**config.mk**
```make
export PLATFORM = sky130hd
export DESIGN_NAME = unified_mem_arbiter
export DESIGN_NICKNAME = d
export VERILOG_FILES = /design/src/rtl/unified_mem_arbiter_pkg.sv /design/src/rtl/unified_mem_arbiter.sv
export SDC_FILE = /design/constraint.sdc
export NUM_CORES = 1
export LEC_CHECK = 0
export CAP_MARGIN = 40
export CORE_AREA = 2 2 123 125
export CTS_CLUSTER_DIAMETER = 200
export CTS_CLUSTER_SIZE = 25
export DETAILED_ROUTE_END_ITERATION = 10
export DIE_AREA = 0 0 125 127
export PLACE_DENSITY = 0.48
export SETUP_SLACK_MARGIN = 0.05
export SLEW_MARGIN = 5
export SYNTH_ARGS = -nofsm -noshare
export SYNTH_HDL_FRONTEND = slang
export SYNTH_SLANG_ARGS = --single-unit
```
**constraint.sdc**
```tcl
create_clock -name clk_in -period 2.1 [get_ports clk_in]
set_input_delay 0.42 -clock clk_in [delete_from_list [all_inputs] [get_ports clk_in]]
set_output_delay 0.42 -clock clk_in [all_outputs]
set_load 0.005 [all_outputs]
```
**src/rtl/unified_mem_arbiter_pkg.sv**
```systemverilog
// rtl/unified_mem_arbiter_pkg.sv - shared types and constants for the unified memory arbiter
package unified_mem_arbiter_pkg;

    typedef enum logic {
        ST_BOOT = 1'b0,
        ST_RUN  = 1'b1
    } state_t;

    typedef enum logic [1:0] {
        OWN_NONE = 2'd0,
        OWN_IF   = 2'd1,
        OWN_DM   = 2'd2
    } owner_t;

    localparam logic [3:0] BE_ALL = 4'hF;

endpackage

```
**src/rtl/unified_mem_arbiter.sv**
```systemverilog
// rtl/unified_mem_arbiter.sv - boot sequencer and fetch/data arbiter in front of one single-port SRAM
module unified_mem_arbiter
    import unified_mem_arbiter_pkg::*;
#(
    parameter int MEM_AW     = 6,
    parameter int STARVE_MAX = 3
) (
    input  logic              clk_in,
    input  logic              rst_in,
    input  logic              if_req_in,
    input  logic [31:0]       if_addr_in,
    output logic              if_gnt_out,
    output logic              if_rvalid_out,
    output logic [31:0]       if_rdata_out,
    input  logic              dm_req_in,
    input  logic              dm_we_in,
    input  logic [3:0]        dm_be_in,
    input  logic [31:0]       dm_addr_in,
    input  logic [31:0]       dm_wdata_in,
    output logic              dm_gnt_out,
    output logic              dm_rvalid_out,
    output logic [31:0]       dm_rdata_out,
    output logic              dm_err_out,
    input  logic              ld_req_in,
    input  logic [31:0]       ld_addr_in,
    input  logic [31:0]       ld_wdata_in,
    input  logic              ld_done_in,
    output logic              ld_gnt_out,
    output logic              core_stall_out,
    output logic              mem_en_out,
    output logic              mem_we_out,
    output logic [3:0]        mem_be_out,
    output logic [MEM_AW-1:0] mem_addr_out,
    output logic [31:0]       mem_wdata_out,
    input  logic [31:0]       mem_rdata_in
);

    localparam int CW = $clog2(STARVE_MAX + 1);
    localparam logic [CW-1:0] STARVE_LIM = CW'(STARVE_MAX);

    state_t        state;
    owner_t        owner;
    logic [CW-1:0] starve_cnt;
    logic          rsp_oor;
    logic          if_oor;
    logic          dm_oor;
    logic          fetch_first;

    assign if_oor      = |if_addr_in[31:MEM_AW+2];
    assign dm_oor      = |dm_addr_in[31:MEM_AW+2];
    assign fetch_first = (starve_cnt == STARVE_LIM);

    // Byte offsets and loader high bits carry no meaning for a word-wide SRAM.
    logic unused_addr_bits;
    assign unused_addr_bits = ^{if_addr_in[1:0], dm_addr_in[1:0], ld_addr_in[1:0],
                                ld_addr_in[31:MEM_AW+2]};

    always_comb begin
        if_gnt_out     = 1'b0;
        dm_gnt_out     = 1'b0;
        ld_gnt_out     = 1'b0;
        core_stall_out = 1'b1;
        mem_en_out     = 1'b0;
        mem_we_out     = 1'b0;
        mem_be_out     = 4'h0;
        mem_addr_out   = '0;
        mem_wdata_out  = '0;
        if (!rst_in) begin
            if (state == ST_BOOT) begin
                ld_gnt_out = ld_req_in;
                if (ld_req_in) begin
                    mem_en_out    = 1'b1;
                    mem_we_out    = 1'b1;
                    mem_be_out    = BE_ALL;
                    mem_addr_out  = ld_addr_in[MEM_AW+1:2];
                    mem_wdata_out = ld_wdata_in;
                end
            end else begin
                if_gnt_out     = if_req_in & (~dm_req_in | fetch_first);
                dm_gnt_out     = dm_req_in & ~if_gnt_out;
                core_stall_out = (if_req_in & ~if_gnt_out) | (dm_req_in & ~dm_gnt_out);
                // Out-of-range accesses are still granted so the core moves on; the SRAM is left idle.
                if (if_gnt_out) begin
                    mem_en_out   = ~if_oor;
                    mem_addr_out = if_addr_in[MEM_AW+1:2];
                end else if (dm_gnt_out) begin
                    mem_en_out    = ~dm_oor;
                    mem_we_out    = dm_we_in & ~dm_oor;
                    mem_be_out    = dm_we_in ? dm_be_in : 4'h0;
                    mem_addr_out  = dm_addr_in[MEM_AW+1:2];
                    mem_wdata_out = dm_wdata_in;
                end
            end
        end
    end

    always_ff @(posedge clk_in or posedge rst_in) begin
        if (rst_in) begin
            state      <= ST_BOOT;
            owner      <= OWN_NONE;
            starve_cnt <= '0;
            rsp_oor    <= 1'b0;
            dm_err_out <= 1'b0;
        end else begin
            if (state == ST_BOOT && ld_done_in) begin
                state <= ST_RUN;
            end
            if (state == ST_RUN && if_req_in && !if_gnt_out) begin
                starve_cnt <= fetch_first ? starve_cnt : starve_cnt + 1'b1;
            end else begin
                starve_cnt <= '0;
            end
            if (if_gnt_out) begin
                owner <= OWN_IF;
            end else if (dm_gnt_out && !dm_we_in) begin
                owner <= OWN_DM;
            end else begin
                owner <= OWN_NONE;
            end
            rsp_oor    <= if_gnt_out ? if_oor : dm_oor;
            dm_err_out <= dm_gnt_out & dm_oor;
        end
    end

    assign if_rvalid_out = (owner == OWN_IF);
    assign dm_rvalid_out = (owner == OWN_DM);
    assign if_rdata_out  = (if_rvalid_out && !rsp_oor) ? mem_rdata_in : 32'h0;
    assign dm_rdata_out  = (dm_rvalid_out && !rsp_oor) ? mem_rdata_in : 32'h0;

endmodule

```
==> impl_metrics.toml <==
[synthesis]
synth_ff_type = "dfrtp_1"
ys_warn_count = 0
synth-seq-area-share = 0.122
yosysUniqueCellTypes = 37
async_flop_share = 1.00
synth_most_common_cell = "and2_1"
synthCells = 188
synth_nets = 392
synth_area_leaders = "and2_1 28%, a22o_1 20%, dfrtp_1 12%"
synth_common_cells = "65 x and2_1, 32 x a22o_1, 8 x clkbuf_1, 8 x nor2_1"
netlist_area_um2 = 1430
synth_seq_cells = 7
syn_avg_cell_area_um2 = 7.63
yosys.area.top_type = "and2_1"
synth_top_area_share = 0.284
synth_edf_count = 0

[cts]
clk_pin_slew_worst_paths_ps = 30
cts_buffers = 3
cts_tree = "done"
cts_max_level = 1
clock_path_buffers = 2
clock_latency_ps = 230
clock-root-buffer = "clkbuf_16"
cts_sinks = 7
cts_hold_buffers = 0

[routing]
via_count = 2819
postRouteAntennaNets = 0
drt-initial-drc-count = 99
wl_mm = 10.9
viasPerCell = 4.06
first_pass_iters = 5
drc_errors = 0
wl_per_cell_um = 15.6

[worst_setup_path]
slowest_stage = "dfrtp_1"
critPathArrivalTime_ps = 1750
r2r_slack_ps = 590
setup.worst_path.start_class = "register"
r2r-end = "owner[1]"
critical_path_class = "register to primary output"
reg2reg_depth = 7
critPathCapture = "mem_be_out[3]"
max_stage_delay_ps = 390
crit_path_end_kind = "primary output"
cp_common_cell = "buf_12"
r2r-start = "starve_cnt[0]"
crit_path_max_fanout = 6
cp-startpoint = "starve_cnt[0]"
required_ps = 1680
path_cells = "ha_4 > a21boi_4 > and2_4 > buf_8 > buf_12 > buf_12 > a31o_4 > buf_6"

[global_route]
grt_pass1_vias = 2965
antenna_found_initial = 0
grt_overflow = 0
grt_max_degree = 33
grt_first_pass_wirelength_mm = 15.6
grtUsageTotal = 0.123

[power]
p_comb_frac = 0.551
power_density_nw_per_um2 = 206
ir_drop_uv = 205
total_power_uw = 1050
switching_share = 0.236
clkPwrFrac = 0.304
pwr-share-seq = 0.145
p_leak_uw = 0.00292
p_int_uw = 803
p_switching_uw = 247

[run_status]
outcome = "complete, but fails checks"
violations = "negative setup slack"

[finish]
instances_no_fill = 695
area_growth_pct = 255
fin_nets = 716
post-route-util = 0.353
post-route-cell-area_um2 = 5080
drive_gt1_frac = 0.295
antenna_cells = 0

[die]
die_x_um = 125
dieArea_um2 = 15900
die_y_um = 127
rows = 44
ioPinCount = 318
core_area_um2 = 14400
start_util = 0.0994

[placement]
portBuffers = 287
placed_area_um2 = 4690
placed_cells = 665
routabilityCongestion = 0.853
hpwlAfterDp_mm = 8.55

[sta]
worst_slack_ps = -68.7
finalCriticalPeriod_ps = 2170
final_max_slew_viol_count = 0
hold_viol_final = 0
clock_skew_ps = 0.345
hold-worst-slack_ps = 362
max_freq_ghz = 0.461
setup_viol = 10
worstMarginPinSlew_ps = 312
fin_crit_sh = 1.03
relSlewSlack = 0.792
rsz0062_at_grt = "true"

[flow_run]
cap_violations = 0

[worst_hold_path]
min_path_type = "primary input to async pin"
[metrics by stage]
| stage | worst slack (ps) | TNS [ps] |
|---|---|---|
| 2_1_floorplan | 290 | 0 |
| 3_3_place_gp | -683 | -23550 |
| 3_5_place_dp | -672 | -24470 |
| 4_1_cts | -116 | -2650 |
| 5_1_grt | -139 | -3110 |
| 6_report | -68.7 | -337 |
[area by class of cell]
| cell class | count | area, um^2 |
|---|---|---|
| Sequential cell | 7 | 176 |
| Multi-Input combinational cell | 162 | 1320 |
| Inverter | 2 | 7.51 |
| Timing Repair Buffer | 336 | 3280 |
| Tap cell | 184 | 230 |
| Fill cell | 1529 | 9340 |
| Clock buffer | 4 | 78.8 |
[per-layer routing]
| metal | global-route usage | routed length (um) |
|---|---|---|
| met4 | 0.0314 | 136 |
| met3 | 0.0331 | 1050 |
| met5 | 0 | 0 |
| met2 | 0.244 | 5810 |
| met1 | 0.126 | 3880 |
[power groups by stage]
stage	Sequential [uW]	Combinational [uW]	Clock [uW]
after floorplan	149	104	0
after global placement	150	572	0
after detailed placement	151	579	0
after CTS	152	601	327
after global routing	153	622	338
final	152	579	319
[state kept, by name, summed over array words and instances, names as in the netlist]
name,count
starve_cnt,2
dm_err_out,1
state,1
rsp_oor,1
owner,2
[layout by cell type (no fill, tap or decap), drive strengths merged, types with 3 or more instances in the layout]
master	synthesis	layout
a222oi	6	6
a22o	32	32
a31o	4	4
and2	67	67
buf	8	94
clkbuf	9	19
clkdlybuf4s15	0	11
clkdlybuf4s50	0	131
dfrtp	7	7
dlygate4sd2	0	40
dlymetal6s2s	0	44
nand2	4	4
nand3	3	3
nor2	10	10
nor2b	8	8
nor4	10	10
[how the worst min path moves through the flow]
stage / cells after the start / endpoint / slack, ps
after floorplan: 2 / dm_err_out / 370
after global placement: 2 / starve_cnt[1] / 510
after detailed placement: 2 / starve_cnt[1] / 540
after CTS: 3 / dm_err_out / 370
after global routing: 3 / state / 400
final: 3 / state / 360
[critical path, delay by kind of cell, from the launching register on]
family / cells / cell delay (ps)
compound gates: 2 / 270
flops: 1 / 390
buf+inv: 4 / 500
fa+ha+maj: 1 / 180
simple gates: 1 / 180
[logic make-up after synthesis]
group,share of synthesized area
and+or+nand+nor,0.501
AOI/OAI and AO/OA,0.287
buffers and inverters,0.0681
DFF,0.122
xor gates and xnor gates,0.00611
muxes,0.00698
adders and majority gates,0.00872
[timing repair]
item | 4_1_cts | 5_1_grt
endpoints found under the setup margin | 112 | 78
gates cloned | 6 | 1
setup buffers | 17 | 7
gates resized for setup | 296 | 95
pin swaps | 47 | 49
Note: power is estimated with default switching activity, not from simulation.
